## src/rtl/riscv_pkg.sv

```systemverilog
// Shared encodings for the multicycle RV32I core: opcodes, controller states,
// datapath mux selects and the per-state control word.
package riscv_pkg;

  localparam int OP_W    = 7;
  localparam int STATE_W = 4;

  localparam logic [OP_W-1:0] OP_LW  = 7'b0000011;
  localparam logic [OP_W-1:0] OP_SW  = 7'b0100011;
  localparam logic [OP_W-1:0] OP_R   = 7'b0110011;
  localparam logic [OP_W-1:0] OP_I   = 7'b0010011;
  localparam logic [OP_W-1:0] OP_BEQ = 7'b1100011;
  localparam logic [OP_W-1:0] OP_JAL = 7'b1101111;

  typedef enum logic [STATE_W-1:0] {
    S_FETCH    = 4'd0,
    S_DECODE   = 4'd1,
    S_MEMADR   = 4'd2,
    S_MEMREAD  = 4'd3,
    S_MEMWB    = 4'd4,
    S_MEMWRITE = 4'd5,
    S_EXECUTER = 4'd6,
    S_EXECUTEI = 4'd7,
    S_ALUWB    = 4'd8,
    S_JAL      = 4'd9,
    S_BEQ      = 4'd10
  } state_t;

  localparam logic [1:0] IMM_I = 2'b00;
  localparam logic [1:0] IMM_S = 2'b01;
  localparam logic [1:0] IMM_B = 2'b10;
  localparam logic [1:0] IMM_J = 2'b11;

  localparam logic [1:0] RES_ALUOUT    = 2'b00;
  localparam logic [1:0] RES_DATA      = 2'b01;
  localparam logic [1:0] RES_ALURESULT = 2'b10;

  localparam logic [1:0] SRCA_PC    = 2'b00;
  localparam logic [1:0] SRCA_OLDPC = 2'b01;
  localparam logic [1:0] SRCA_RS1   = 2'b10;

  localparam logic [1:0] SRCB_RS2  = 2'b00;
  localparam logic [1:0] SRCB_IMM  = 2'b01;
  localparam logic [1:0] SRCB_FOUR = 2'b10;

  localparam logic [1:0] ALUOP_ADD   = 2'b00;
  localparam logic [1:0] ALUOP_SUB   = 2'b01;
  localparam logic [1:0] ALUOP_FUNCT = 2'b10;

  localparam logic [2:0] ALU_ADD = 3'b000;
  localparam logic [2:0] ALU_SUB = 3'b001;
  localparam logic [2:0] ALU_AND = 3'b010;
  localparam logic [2:0] ALU_OR  = 3'b011;
  localparam logic [2:0] ALU_SLT = 3'b101;

  // fetch/branch/decode are qualified later by MemReady, Zero and the opcode.
  typedef struct packed {
    logic       adr_src;
    logic       mem_write;
    logic       reg_write;
    logic       fetch;
    logic       pc_update;
    logic       branch;
    logic       decode;
    logic [1:0] result_src;
    logic [1:0] alu_src_a;
    logic [1:0] alu_src_b;
    logic [1:0] alu_op;
  } ctrl_t;

  function automatic ctrl_t state_ctrl(input state_t s);
    ctrl_t c;
    c = '0;
    case (s)
      S_FETCH: begin
        c.fetch      = 1'b1;
        c.alu_src_a  = SRCA_PC;
        c.alu_src_b  = SRCB_FOUR;
        c.alu_op     = ALUOP_ADD;
        c.result_src = RES_ALURESULT;
      end
      S_DECODE: begin
        c.decode    = 1'b1;
        c.alu_src_a = SRCA_OLDPC;
        c.alu_src_b = SRCB_IMM;
      end
      S_MEMADR: begin
        c.alu_src_a = SRCA_RS1;
        c.alu_src_b = SRCB_IMM;
      end
      S_MEMREAD: begin
        c.adr_src    = 1'b1;
        c.result_src = RES_ALUOUT;
      end
      S_MEMWB: begin
        c.result_src = RES_DATA;
        c.reg_write  = 1'b1;
      end
      S_MEMWRITE: begin
        c.adr_src    = 1'b1;
        c.result_src = RES_ALUOUT;
        c.mem_write  = 1'b1;
      end
      S_EXECUTER: begin
        c.alu_src_a = SRCA_RS1;
        c.alu_src_b = SRCB_RS2;
        c.alu_op    = ALUOP_FUNCT;
      end
      S_EXECUTEI: begin
        c.alu_src_a = SRCA_RS1;
        c.alu_src_b = SRCB_IMM;
        c.alu_op    = ALUOP_FUNCT;
      end
      S_ALUWB: begin
        c.result_src = RES_ALUOUT;
        c.reg_write  = 1'b1;
      end
      S_JAL: begin
        c.alu_src_a  = SRCA_OLDPC;
        c.alu_src_b  = SRCB_FOUR;
        c.result_src = RES_ALUOUT;
        c.pc_update  = 1'b1;
      end
      S_BEQ: begin
        c.alu_src_a  = SRCA_RS1;
        c.alu_src_b  = SRCB_RS2;
        c.alu_op     = ALUOP_SUB;
        c.result_src = RES_ALUOUT;
        c.branch     = 1'b1;
      end
      default: c = '0;
    endcase
    return c;
  endfunction

  function automatic logic [1:0] imm_src_for_op(input logic [OP_W-1:0] op);
    logic [1:0] imm;
    case (op)
      OP_LW, OP_I: imm = IMM_I;
      OP_SW:       imm = IMM_S;
      OP_BEQ:      imm = IMM_B;
      OP_JAL:      imm = IMM_J;
      default:     imm = IMM_I;
    endcase
    return imm;
  endfunction

  function automatic logic op_supported(input logic [OP_W-1:0] op);
    logic ok;
    case (op)
      OP_LW, OP_SW, OP_R, OP_I, OP_BEQ, OP_JAL: ok = 1'b1;
      default:                                  ok = 1'b0;
    endcase
    return ok;
  endfunction

endpackage

```

## src/rtl/alu_decoder.sv

```systemverilog
// Maps the controller's ALUOp plus instruction function bits onto ALUControl.
module alu_decoder
  import riscv_pkg::*;
(
  input  logic [1:0] alu_op_i,
  input  logic [2:0] funct3_i,
  input  logic       funct7b5_i,
  input  logic       op5_i,
  output logic [2:0] alu_control_o
);

  always_comb begin
    alu_control_o = ALU_ADD;
    case (alu_op_i)
      ALUOP_ADD: alu_control_o = ALU_ADD;
      ALUOP_SUB: alu_control_o = ALU_SUB;
      ALUOP_FUNCT: begin
        case (funct3_i)
          // addi never subtracts: IR[30] is immediate data when op[5] is clear.
          3'b000:  alu_control_o = (op5_i & funct7b5_i) ? ALU_SUB : ALU_ADD;
          3'b010:  alu_control_o = ALU_SLT;
          3'b110:  alu_control_o = ALU_OR;
          3'b111:  alu_control_o = ALU_AND;
          default: alu_control_o = ALU_ADD;
        endcase
      end
      default: alu_control_o = ALU_ADD;
    endcase
  end

endmodule

```

## src/rtl/multicycle_controller.sv

```systemverilog
// Control FSM for the multicycle RV32I core: steps one instruction at a time through
// fetch, decode, execute, memory and writeback, sharing one ALU and one memory port.
module multicycle_controller
  import riscv_pkg::*;
(
  input  logic            clk,
  input  logic            rst_n,
  input  logic [OP_W-1:0] op_i,
  input  logic [2:0]      funct3_i,
  input  logic            funct7b5_i,
  input  logic            Zero_i,
  input  logic            MemReady_i,
  output logic            PCWrite_o,
  output logic            AdrSrc_o,
  output logic            MemWrite_o,
  output logic            IRWrite_o,
  output logic            RegWrite_o,
  output logic [1:0]      ResultSrc_o,
  output logic [1:0]      ALUSrcA_o,
  output logic [1:0]      ALUSrcB_o,
  output logic [2:0]      ALUControl_o,
  output logic [1:0]      ImmSrc_o,
  output logic            IllegalOp_o
);

  state_t state_q;
  state_t state_d;
  ctrl_t  ctrl_q;
  logic   fetch_go;

  always_comb begin
    state_d = S_FETCH;
    case (state_q)
      S_FETCH:    state_d = MemReady_i ? S_DECODE : S_FETCH;
      S_DECODE: begin
        case (op_i)
          OP_LW, OP_SW: state_d = S_MEMADR;
          OP_R:         state_d = S_EXECUTER;
          OP_I:         state_d = S_EXECUTEI;
          OP_JAL:       state_d = S_JAL;
          OP_BEQ:       state_d = S_BEQ;
          default:      state_d = S_FETCH;
        endcase
      end
      S_MEMADR:   state_d = op_i[5] ? S_MEMWRITE : S_MEMREAD;
      S_MEMREAD:  state_d = MemReady_i ? S_MEMWB : S_MEMREAD;
      S_MEMWB:    state_d = S_FETCH;
      S_MEMWRITE: state_d = MemReady_i ? S_FETCH : S_MEMWRITE;
      S_EXECUTER: state_d = S_ALUWB;
      S_EXECUTEI: state_d = S_ALUWB;
      S_ALUWB:    state_d = S_FETCH;
      S_JAL:      state_d = S_ALUWB;
      S_BEQ:      state_d = S_FETCH;
      default:    state_d = S_FETCH;
    endcase
  end

  // The control word is registered alongside the state, so it is looked up for state_d.
  always_ff @(posedge clk or negedge rst_n) begin
    if (!rst_n) begin
      state_q <= S_FETCH;
      ctrl_q  <= state_ctrl(S_FETCH);
    end else begin
      state_q <= state_d;
      ctrl_q  <= state_ctrl(state_d);
    end
  end

  // Terms that depend on same-cycle inputs stay combinational and are masked during reset.
  assign fetch_go    = rst_n & ctrl_q.fetch & MemReady_i;
  assign IRWrite_o   = fetch_go;
  assign PCWrite_o   = fetch_go | (rst_n & (ctrl_q.pc_update | (ctrl_q.branch & Zero_i)));
  assign IllegalOp_o = rst_n & ctrl_q.decode & ~op_supported(op_i);

  assign AdrSrc_o    = ctrl_q.adr_src;
  assign MemWrite_o  = ctrl_q.mem_write;
  assign RegWrite_o  = ctrl_q.reg_write;
  assign ResultSrc_o = ctrl_q.result_src;
  assign ALUSrcA_o   = ctrl_q.alu_src_a;
  assign ALUSrcB_o   = ctrl_q.alu_src_b;
  assign ImmSrc_o    = imm_src_for_op(op_i);

  alu_decoder u_alu_decoder (
    .alu_op_i      (ctrl_q.alu_op),
    .funct3_i      (funct3_i),
    .funct7b5_i    (funct7b5_i),
    .op5_i         (op_i[5]),
    .alu_control_o (ALUControl_o)
  );

endmodule

```

## config.mk

```make
export PLATFORM = sky130hd
export DESIGN_NAME = multicycle_controller
export DESIGN_NICKNAME = d
export VERILOG_FILES = /design/src/rtl/riscv_pkg.sv /design/src/rtl/alu_decoder.sv /design/src/rtl/multicycle_controller.sv
export SDC_FILE = /design/constraint.sdc
export NUM_CORES = 1
export LEC_CHECK = 0
export BUFFER_PORTS_ARGS = -buffer_cell sky130_fd_sc_hd__buf_2
export CORE_MARGIN = 2
export CORE_UTILIZATION = 45
export CTS_CLUSTER_DIAMETER = 200
export DETAILED_ROUTE_END_ITERATION = 12
export GPL_ROUTABILITY_DRIVEN = 1
export PLACE_DENSITY = 0.8
export SYNTH_ARGS = -nofsm -noshare
export SYNTH_HDL_FRONTEND = slang
export SYNTH_HIERARCHICAL = 1
export SYNTH_SLANG_ARGS = --single-unit
```

## constraint.sdc

```tcl
create_clock -name clk -period 2.9 [get_ports clk]
set_input_delay 0 -clock clk [delete_from_list [all_inputs] [get_ports clk]]
set_output_delay 0 -clock clk [all_outputs]
set_load 0.02 [all_outputs]
```

== Word-level counts from Yosys, hierarchy flattened ==
Cells that the tools add are included.
Cells by class
  reduce and logical (&&, ||, !) cells: 11
  bitwise logic cells: 10
  mux-type cells: 21
  equality and inequality tests: 28
Operators with widths (number)
  4-bit case mux with 5 select lines: 2
  4-bit by 3-bit == test with 1-bit output (second input constant): 7
  4-bit case mux with 6 select lines: 1
  4-bit by 2-bit == test with 1-bit output (second input constant): 4
  4-bit == test (second input constant): 4
  7-bit by 6-bit == test with 1-bit output (second input constant): 2
  7-bit == test (second input constant): 2
  3-bit case mux with 4 select lines: 1
  2-bit OR reduction: 6
  1-bit 2-to-1 mux: 10
  3-bit 2-to-1 mux: 3
  4-bit by 1-bit == test with 1-bit output (second input constant): 2
  4-bit zero test: 2
  2-bit case mux with 2 select lines: 2
  1-bit bitwise AND: 7
  7-bit by 2-bit == test with 1-bit output (second input constant): 1
  7-bit by 5-bit == test with 1-bit output (second input constant): 1
  3-bit == test (second input constant): 2
  2-bit case mux with 3 select lines: 1
  3-bit case mux with 2 select lines: 1
  6-bit OR reduction: 1
  3-bit by 2-bit == test with 1-bit output (second input constant): 1
  3-bit zero test: 1
  3-bit OR reduction: 1
  other kinds (4): 5
Storage, ports and cells
  output and inout bits: 17
  input bits: 15
  register bits: 19

== Longest topological paths before layout ==
Gate-level depths: netlist of run 1.
  depth after elaboration: 7
  mapped depth: 6

== Hierarchy ==
Netlist of run 1, hierarchy kept.
Modules (own cells, without submodules)
  multicycle_controller: instances 1, seq. area each 452.9 µm², area each 1034.7 µm², cells each 101
  alu_decoder: instances 1, seq. area each 0.0 µm², area each 96.3 µm², cells each 11

== Worst setup path after synthesis of run 1 ==
OpenSTA, ideal clock, no wires.
  kind: register -> output
  start point: register ctrl_q[0] (netlist bit)
  end point: output ALUControl_o[2]
  cell stages (with the launch flop): 4
  arrival: 1457 ps
  path slack: 1443 ps
  cells stage by stage: dfrtp_1 -> inv_1 -> ha_1 -> nor4b_1
On the way
  word-level cells in the longest chain between the ends: 2
RTL lines
  start: declaration: RTL line multicycle_controller.sv:28  | ctrl_t ctrl_q;
  start signal: assignment: RTL line multicycle_controller.sv:62  | ctrl_q <= state_ctrl(S_FETCH);
  start signal: assignment: RTL line multicycle_controller.sv:65  | ctrl_q <= state_ctrl(state_d);
  2-bit == test or 2-bit by 1-bit == test with 1-bit output (tied branches): RTL line alu_decoder.sv:14  | case (alu_op_i)
  3-bit case mux with 2 select lines (*): RTL line alu_decoder.sv:14
  end: declaration: RTL line multicycle_controller.sv:21  | output logic [2:0] ALUControl_o,
Mark *: on every way between the ends. The rest lies on a longest branch, timed or not.

== Final worst setup path of run 1 ==
  start point: register state_q[1]
  end point: register ctrl_q, in the netlist ALUSrcB_o[1]
On the way
  word-level cells in the longest chain between the ends: 6
RTL lines
  start: declaration: RTL line multicycle_controller.sv:26  | state_t state_q;
  start signal: assignment: RTL line multicycle_controller.sv:64  | state_q <= state_d;
  4-bit == test or 4-bit by 3-bit == test with 1-bit output (tied branches): RTL line multicycle_controller.sv:33  | case (state_q)
  3-bit OR reduction (no source line)
  4-bit case mux with 6 select lines (*): RTL line multicycle_controller.sv:33
  4-bit == test, or another cell as far along: RTL line riscv_pkg.sv:74  | case (s)
  2-bit OR reduction (no source line)
  4-bit case mux with 5 select lines (*): RTL line riscv_pkg.sv:74
Marks and branches as above.

==> impl_metrics.tcl, run 1 <==
set metrics [dict create \
    status "complete, no violations" \
    cts_inserted_buffers 3 \
    grt_usage 0.177 \
    fill_cells 223 \
    place_area_um2 1270 \
    async_flop_share 1.00 \
    area_growth_pct 15.7 \
    syn_nets 129 \
    slowest_stage "dfrtp_1" \
    grt_start_max_net_pins 22 \
    worst_pin_slew_ps 451 \
    root_buffer "clkbuf_4" \
    max_stage_delay_ps 470 \
    setup_tns_ps 0 \
    clock_skew_ps 5.51 \
    power_w 0.000506 \
    hold_class "input port to register" \
    required_ps 3120 \
    grt-ovfl-total 0 \
    io_pins 32 \
    syn_inst 112 \
    cts_tree "built" \
    clkTransAtPathRegs_ps 100 \
    antenna_found_initial 0 \
    finalNetCount 159 \
    synth_top_area_frac 0.354 \
    drcViolationCount 0 \
    first_iter_violations 11 \
    postCtsSetupRepairBufs 0 \
    clock_sink_count 18 \
    dpl.hpwl_um 1780 \
    grt_pass1_vias 877 \
    crit_chain "nand2b_4 -> or3b_1 -> and3_1 -> nand3_1 -> o21ai_1" \
    cp.arrival_ps 1830 \
    r2r-start "state_q[1]$_DFF_PN0_" \
    start_util 0.465 \
    gp_congestion 0.854 \
    worst-path-buf-inv 0 \
    synth_ff_type "dfrtp_1" \
    min-delay-start "MemReady_i" \
    finalSetupViolCount 0 \
    finalMaxSlewViolations 0 \
    period_needed_ps 1610 \
    hold_viol 0 \
    routed_wirelength_um 2250 \
    cp-end-kind "register" \
    vias 878 \
    max_freq_ghz 0.619 \
    cap_violations 0 \
    crit_path_max_fanout 7 \
    powerDensity_nw_per_um2 386 \
    ys_warn_count 6 \
    ir_worst_vdd_mv 0.267 \
    avgSynthCellArea_um2 10.1 \
    startpoint "state_q[1]$_DFF_PN0_" \
    yosysTopAreaCell "dfrtp_1" \
    crit_type "register to register" \
    dr.pass1.iters 4 \
    final_common_cell "buf_2" \
    h-tree-depth 1 \
    finalNonFillerCells 170 \
    vias_per_cell 5.16 \
    synth-seq-cells 18 \
    cp_top_family "simple AND/OR/NAND/NOR gates" \
    fin_area_um2 1310 \
    period_share 0.557 \
    die-width_um 54.1 \
    core_area_um2 2430 \
    clk_latency_ps 290 \
    ys_seq_area_frac 0.400 \
    p_leak_nw 0.664 \
    synth.distinct_cells 40 \
    grt_pass1_wl_um 3730 \
    synth_edf_count 0 \
    antenna_cells 0 \
    routedWlPerCell_um 13.2 \
    die_y_um 54.1 \
    mostFrequentLayoutCells "buf_2, dfrtp_1, nand2_1" \
    die_area_um2 2930 \
    rsz0062_at_grt "false" \
    netlist_area_um2 1130 \
    worst_slew_margin_rel 0.699 \
    synthTopCellsByArea "dfrtp_1, buf_4, dfstp_2" \
    worstSetupStartpointType "register" \
    place_inst 165 \
    ant_nets 0 \
    layout-drive-gt1-share 0.371 \
    clockBufferDepth 2 \
    fp-row-count 18 \
    portBuffers 31 \
    final_util 0.538 \
]
==> repair_timing <==
item / CTS / global route
hold buffers: 2 / 0
hold endpoints to repair: 19 / 0
gates resized for setup: 0 / 0
==> sequential cells by signal, indices dropped and copies added (netlist names) <==
name,count
RegWrite_o,1
ResultSrc_o,1
ctrl_q,6
MemWrite_o,1
ALUSrcB_o,2
state_q,4
ALUSrcA_o,2
AdrSrc_o,1
==> path summary, 6_finish.rpt <==
| check | slack [ps] | end | cells after the start |
|---|---|---|---|
| min in group asynchronous | 180 | state_q[3]$_DFF_PN0_ | 2 |
| setup reg to reg | 1290 | ALUSrcB_o[1]$_DFF_PN1_ | 5 |
| hold reg to reg | 670 | AdrSrc_o$_DFF_PN0_ | 1 |
| setup / recovery | 1290 | ALUSrcB_o[1]$_DFF_PN1_ | 5 |
| max in group asynchronous | 2380 | ctrl_q[11]$_DFF_PN1_ | 2 |
| hold / removal | 50 | ResultSrc_o[0]$_DFF_PN0_ | 3 |
==> power by group <==
part / switching, W / internal (W) / leakage (nW)
clock network: 0.0000739 / 0.0000484 / 0.0138
registers: 0.00000812 / 0.000266 / 0.238
logic: 0.0000661 / 0.0000429 / 0.412
==> worst register-to-register path, stage by stage, from the launching register on <==
cell and delay [ps]:
dfrtp_1 470, nand2b_4 240, or3b_1 420, and3_1 200
nand3_1 130, o21ai_1 90
==> kinds of logic after synthesis <==
family | share of synthesized area
AOI/OAI and AO/OA | 0.178
DFF | 0.400
adders and majority gates | 0.0221
and+or+nand+nor | 0.298
xor gates and xnor gates | 0.00774
buffers and inverters | 0.0841
muxes | 0.00996
==> Yosys cell counts (2+ instances only) <==
library cell / instances
nand3b_1: 2
and3_1: 2
nand2_1: 12
inv_1: 10
o21ai_0: 3
ha_1: 2
dfstp_2: 2
a21o_1: 2
buf_4: 7
nor2_1: 11
dfrtp_1: 16
nand2b_4: 2
nor3b_2: 2
nor3b_1: 2
nor2b_1: 4
a21oi_1: 5
nand2b_1: 5
==> through the flow <==
step | hold WS [ps] | setup slack [ps]
2_1_floorplan | -296 | 1440
3_3_place_gp | -48.6 | 1390
3_5_place_dp | -36.9 | 1310
4_1_cts | 46.3 | 1300
5_1_grt | 43.6 | 1210
6_report | 51.8 | 1290
==> metal layers <==
| layer | wire length [µm] | track usage | up-vias |
|---|---|---|---|
| met1 | 978 | 0.209 | 424 |
| met4 | 21 | 0.0500 | 0 |
| met2 | 1150 | 0.329 | 23 |
| li1 | - | - | 429 |
| met3 | 97 | 0.0250 | 2 |
| met5 | 0 | 0 | - |
==> layout make-up <==
cell class,count,area (µm²),area share
Clock buffer,3,22.5,0.0172
Inverter,10,37.5,0.0287
Multi-Input combinational cell,76,583,0.446
Sequential cell,18,453,0.346
Tap cell,30,37.5,0.0287
Timing Repair Buffer,33,175,0.134
Power figures use the tool's default switching activity.
==> run 2: changes to the inputs <==
- PLACE_DENSITY: 0.8 -> 0.82
- clock period: 2.9 -> 1.31 ns (I/O delays scaled with it)
==> run 2 against run 1 <==
The run now ends with setup timing left. Design area increased by 18%. Combinational power increased to 2.9 times the previous value. First-iteration DRC count increased to 2.6 times the previous value. Fmax increased by 10%. Critical path type unchanged.
==> impl_metrics.tcl, run 2 (synthesized netlist as in run 1, its figures left out) <==
set metrics [dict create \
    status "finished, violations left" \
    violations "setup timing" \
    worst_slew_margin_rel 0.665 \
    powerDensity_nw_per_um2 810 \
    finalNetCount 178 \
    p_leak_nw 0.793 \
    start_util 0.465 \
    cp-end-kind "register" \
    cap_violations 0 \
    root_buffer "clkbuf_4" \
    worst_r2r_path_depth 4 \
    reg2reg_to "ALUSrcB_o[0]$_DFF_PN0_" \
    antenna_cells 0 \
    die_y_um 54.1 \
    area_growth_pct 36.7 \
    core_area_um2 2430 \
    drcViolationCount 0 \
    holdPathStages 3 \
    fp-row-count 18 \
    die_area_um2 2930 \
    period_share 1.12 \
    grt_start_max_net_pins 12 \
    ir_worst_vdd_mv 0.605 \
    reg.largest.list "ctrl_q (6), state_q (4)" \
    ant_nets 0 \
    io_pins 32 \
    r2r-start "state_q[3]$_DFF_PN0_" \
    h-tree-depth 1 \
    r2r_setup_slack_ps -160 \
    worst_pin_slew_ps 501 \
    portBuffers 31 \
    final.setup.worst_slack_ps -155 \
    dr.pass1.iters 4 \
    clkTransAtPathRegs_ps 100 \
    clk_latency_ps 290 \
    clockBufferDepth 2 \
    cts_inserted_buffers 3 \
    required_ps 1520 \
    vias_per_cell 5.12 \
    period_needed_ps 1470 \
    final_common_cell "buf_2" \
    die-width_um 54.1 \
    setup_tns_ps -688 \
    routedWlPerCell_um 14.8 \
    max_flop_register "ctrl_q" \
    routed_wirelength_um 2810 \
    finalMaxSlewViolations 0 \
    dpl.hpwl_um 2010 \
    cp.arrival_ps 1670 \
    layout-drive-gt1-share 0.531 \
    vias 973 \
    crit_type "register to register" \
    antenna_found_initial 0 \
    grt_pass1_vias 885 \
    hold_viol 0 \
    grt_pass1_wl_um 4040 \
    mostFrequentLayoutCells "buf_2, buf_4, dfrtp_1" \
    rsz0062_at_grt "true" \
    first_iter_violations 29 \
    clock_sink_count 18 \
    hold_class "input port to register" \
    gp_congestion 0.847 \
    finalSetupViolCount 9 \
    largest_reg_flops 6 \
    grt-ovfl-total 0 \
    clock_skew_ps 3.63 \
    crit_path_max_fanout 5 \
    cts_tree "built" \
    final_util 0.636 \
    min-delay-start "MemReady_i" \
    max_freq_ghz 0.683 \
    grt_usage 0.198 \
    worstSetupStartpointType "register" \
    holdPathEnd "ResultSrc_o[0]$_DFF_PN0_" \
    power_w 0.00125 \
]
## run 2: final cells by class
cell class / instances / area, µm²
inverters: 10 / 37.5
fillers: 201 / 886
clock buffers: 4 / 36.3
multi-input cells: 76 / 644
flip-flops and latches: 18 / 454
well taps: 30 / 37.5
repair buffers: 52 / 337
## run 2: through the flow
step,std cells,area (µm²),hold slack [ps],worst slack (ps)
after floorplan,112,1140,-296,-127
final,190,1550,49.1,-155
after CTS,189,1500,41.0,-107
after global routing,190,1550,33.5,-191
after global placement,179,1380,-99.6,-63.4
after detailed placement,179,1380,-96.6,-106
## run 2: layer usage
metal | routed length (µm) | GRT usage | up-vias
li1 | - | - | 469
met1 | 1130 | 0.220 | 466
met2 | 1490 | 0.367 | 34
met4 | 38 | 0.0583 | 0
met3 | 147 | 0.0472 | 4
met5 | 0 | 0 | -
## run 2: critical path, stage by stage (launching register included)
cell and delay [ps]:
dfrtp_1 420, or2_4 290, a2111oi_4 220, o21ba_4 240
o31ai_2 210
## run 2: worst max path at each step
| stage | to | from | cells past startpoint |
|---|---|---|---|
| after floorplan | ALUSrcB_o[0]$_DFF_PN0_ | state_q[3]$_DFF_PN0_ | 5 |
| after global placement | ALUSrcB_o[0]$_DFF_PN0_ | state_q[2]$_DFF_PN0_ | 5 |
| after detailed placement | ALUSrcB_o[1]$_DFF_PN1_ | state_q[0]$_DFF_PN0_ | 5 |
| after CTS | ctrl_q[0]$_DFF_PN0_ | state_q[3]$_DFF_PN0_ | 4 |
| after global routing | ALUSrcB_o[0]$_DFF_PN0_ | state_q[3]$_DFF_PN0_ | 4 |
| final | ALUSrcB_o[0]$_DFF_PN0_ | state_q[3]$_DFF_PN0_ | 4 |
## run 2: power by group
part	total, W	internal [W]	switching [W]	leakage, nW
clock network	0.000338	0.000169	0.000168	0.0210
logic	0.000311	0.000140	0.000172	0.534
registers	0.000604	0.000590	0.0000141	0.237
## run 2: what timing repair did
action / in CTS / in global routing
hold buffers: 1 / 0
pin swaps: 4 / 4
buffers inserted: 5 / 2
cloned: 0 / 0
endpoints found under the hold margin: 16 / 0
resized for setup: 9 / 12
endpoints found under the setup margin: 8 / 12
==> run 3: changes to the inputs <==
==> constraint.sdc (replaced) <==
create_clock -name clk -period 1.31 [get_ports clk]
set_input_delay 0.3275 -clock clk [delete_from_list [all_inputs] [get_ports clk]]
set_output_delay 0.3275 -clock clk [all_outputs]
set_load 0.02 [all_outputs]
==> run 3 against run 2 <==
The run still ends with setup timing left. Clock power is 4% higher. Clock-buffer cell count unchanged. Die area stayed put. First-iteration DRC count fell by 31%. Critical endpoint is now ALUControl_o[0]. Largest power group unchanged.
==> impl_metrics.tcl, run 3 (synthesized netlist as in run 1, its figures left out) <==
set metrics [dict create \
    period_needed_ps 1750 \
    final_util 0.778 \
    powerDensity_nw_per_um2 738 \
    startpoint "ctrl_q[1]$_DFF_PN0_" \
    drcViolationCount 0 \
    routedWlPerCell_um 17.2 \
    cp_top_family "flip-flops" \
    cts_inserted_buffers 3 \
    first_iter_violations 20 \
    worstSetupPathDepth 5 \
    fp-row-count 18 \
    portBuffers 31 \
    start_util 0.465 \
    dpl.hpwl_um 2180 \
    max_flop_register "ctrl_q" \
    finalMaxSlewViolations 0 \
    clk_latency_ps 300 \
    die-width_um 54.1 \
    dr.pass1.iters 4 \
    finalSetupViolCount 15 \
    worst_r2r_path_depth 6 \
    slowest_stage "dfrtp_1" \
    gp_congestion 0.901 \
    vias_per_cell 5.28 \
    worst_pin_slew_ps 278 \
    vias 1099 \
    cp-end-kind "primary output" \
    required_ps 980 \
    clock_skew_ps 13.0 \
    worst-path-buf-inv 3 \
    core_area_um2 2430 \
    root_buffer "clkbuf_4" \
    final.setup.worst_slack_ps -443 \
    r2r-start "state_q[1]$_DFF_PN0_" \
    p_leak_nw 0.957 \
    area_growth_pct 67.4 \
    grt_pass1_wl_um 5090 \
    cp.arrival_ps 1430 \
    io_pins 32 \
    routed_wirelength_um 3590 \
    crit_type "register to primary output" \
    antenna_cells 0 \
    reg.largest.list "ctrl_q (6), state_q (4)" \
    grt_usage 0.258 \
    finalNetCount 196 \
    period_share 1.34 \
    die_y_um 54.1 \
    die_area_um2 2930 \
    clock_sink_count 18 \
    h-tree-depth 1 \
    grt_pass1_vias 1123 \
    reg2reg_to "ALUSrcB_o[1]$_DFF_PN1_" \
    max_stage_delay_ps 420 \
    clockBufferDepth 2 \
    crit_chain "inv_1 -> ha_2 -> inv_2 -> a221oi_4 -> buf_6" \
    max_freq_ghz 0.571 \
    ir_worst_vdd_mv 0.575 \
    dp_slack_ps -346 \
    mostFrequentLayoutCells "buf_4, buf_2, dfrtp_1, buf_6, nand2_1" \
    clkTransAtPathRegs_ps 120 \
    layout-drive-gt1-share 0.646 \
    violations "setup timing" \
    grt_start_max_net_pins 11 \
    antenna_found_initial 0 \
    worstSetupStartpointType "register" \
    final_common_cell "buf_4" \
    cts_tree "built" \
    hold_class "input port to asynchronous set/reset pin" \
    crit_end "ALUControl_o[0]" \
    largest_reg_flops 6 \
    grt-ovfl-total 0 \
    rsz0062_at_grt "true" \
    worst_slew_margin_rel 0.814 \
    r2r_setup_slack_ps -190 \
    cap_violations 0 \
    status "finished, violations left" \
    crit_path_max_fanout 2 \
    ant_nets 0 \
    hold_viol 0 \
]
run 3: per-stage QoR:
step                std cells  instance area, µm²  TNS, ps  hold WS [ps]  total power (W)
CTS                       204                1760    -2540          81.4          0.00131
global route              208                1890    -4150          64.7          0.00145
finish                    208                1890    -3440          59.3          0.00140
detailed placement        189                1510    -3360           287         0.000917
floorplan                 112                1200     -576          31.9         0.000796
global placement          189                1510    -2700           284         0.000904
run 3: final cells by class:
type                       instances  area, µm²
sequential                        18        454
fill                             150        539
timing repair buffer              70        569
multi-input combinational         76        758
tap                               30       37.5
inverter                          10       37.5
clock buffer                       4       36.3
run 3: layer usage:
layer | track usage | share of wire | up-vias
li1 | - | - | 504
met1 | 0.266 | 0.37 | 536
met2 | 0.506 | 0.54 | 46
met3 | 0.0361 | 0.054 | 13
met4 | 0.108 | 0.028 | 0
met5 | 0 | 0 | -
run 3: what timing repair did:
item / in CTS / in global routing
buffers inserted: 9 / 4
cloned: 0 / 0
hold endpoints to repair: 13 / 0
pin swaps: 15 / 15
gates resized for setup: 36 / 25
setup endpoints to repair: 14 / 19
hold buffers: 2 / 0
run 3: worst min-delay path: stages:
cell   delay [ps]
buf_2         120
buf_4         130
buf_4         130
run 3: how the worst min path moves through the flow:
stage | from | end | slack [ps]
2_1_floorplan | rst_n | ALUSrcA_o[0]$_DFF_PN0_ | 30
3_3_place_gp | rst_n | ctrl_q[1]$_DFF_PN0_ | 280
3_5_place_dp | rst_n | ctrl_q[1]$_DFF_PN0_ | 290
4_1_cts | rst_n | ctrl_q[10]$_DFF_PN0_ | 80
5_1_grt | rst_n | ALUSrcA_o[0]$_DFF_PN0_ | 60
6_report | rst_n | ctrl_q[10]$_DFF_PN0_ | 60
run 3: power breakdown:
| part | internal, W | leakage, nW | total, W | switching, W |
|---|---|---|---|---|
| Sequential | 0.000590 | 0.237 | 0.000608 | 0.0000178 |
| Combinational | 0.000218 | 0.698 | 0.000437 | 0.000219 |
| Clock | 0.000169 | 0.0210 | 0.000353 | 0.000183 |
| Total | 0.000978 | 0.957 | 0.00140 | 0.000420 |
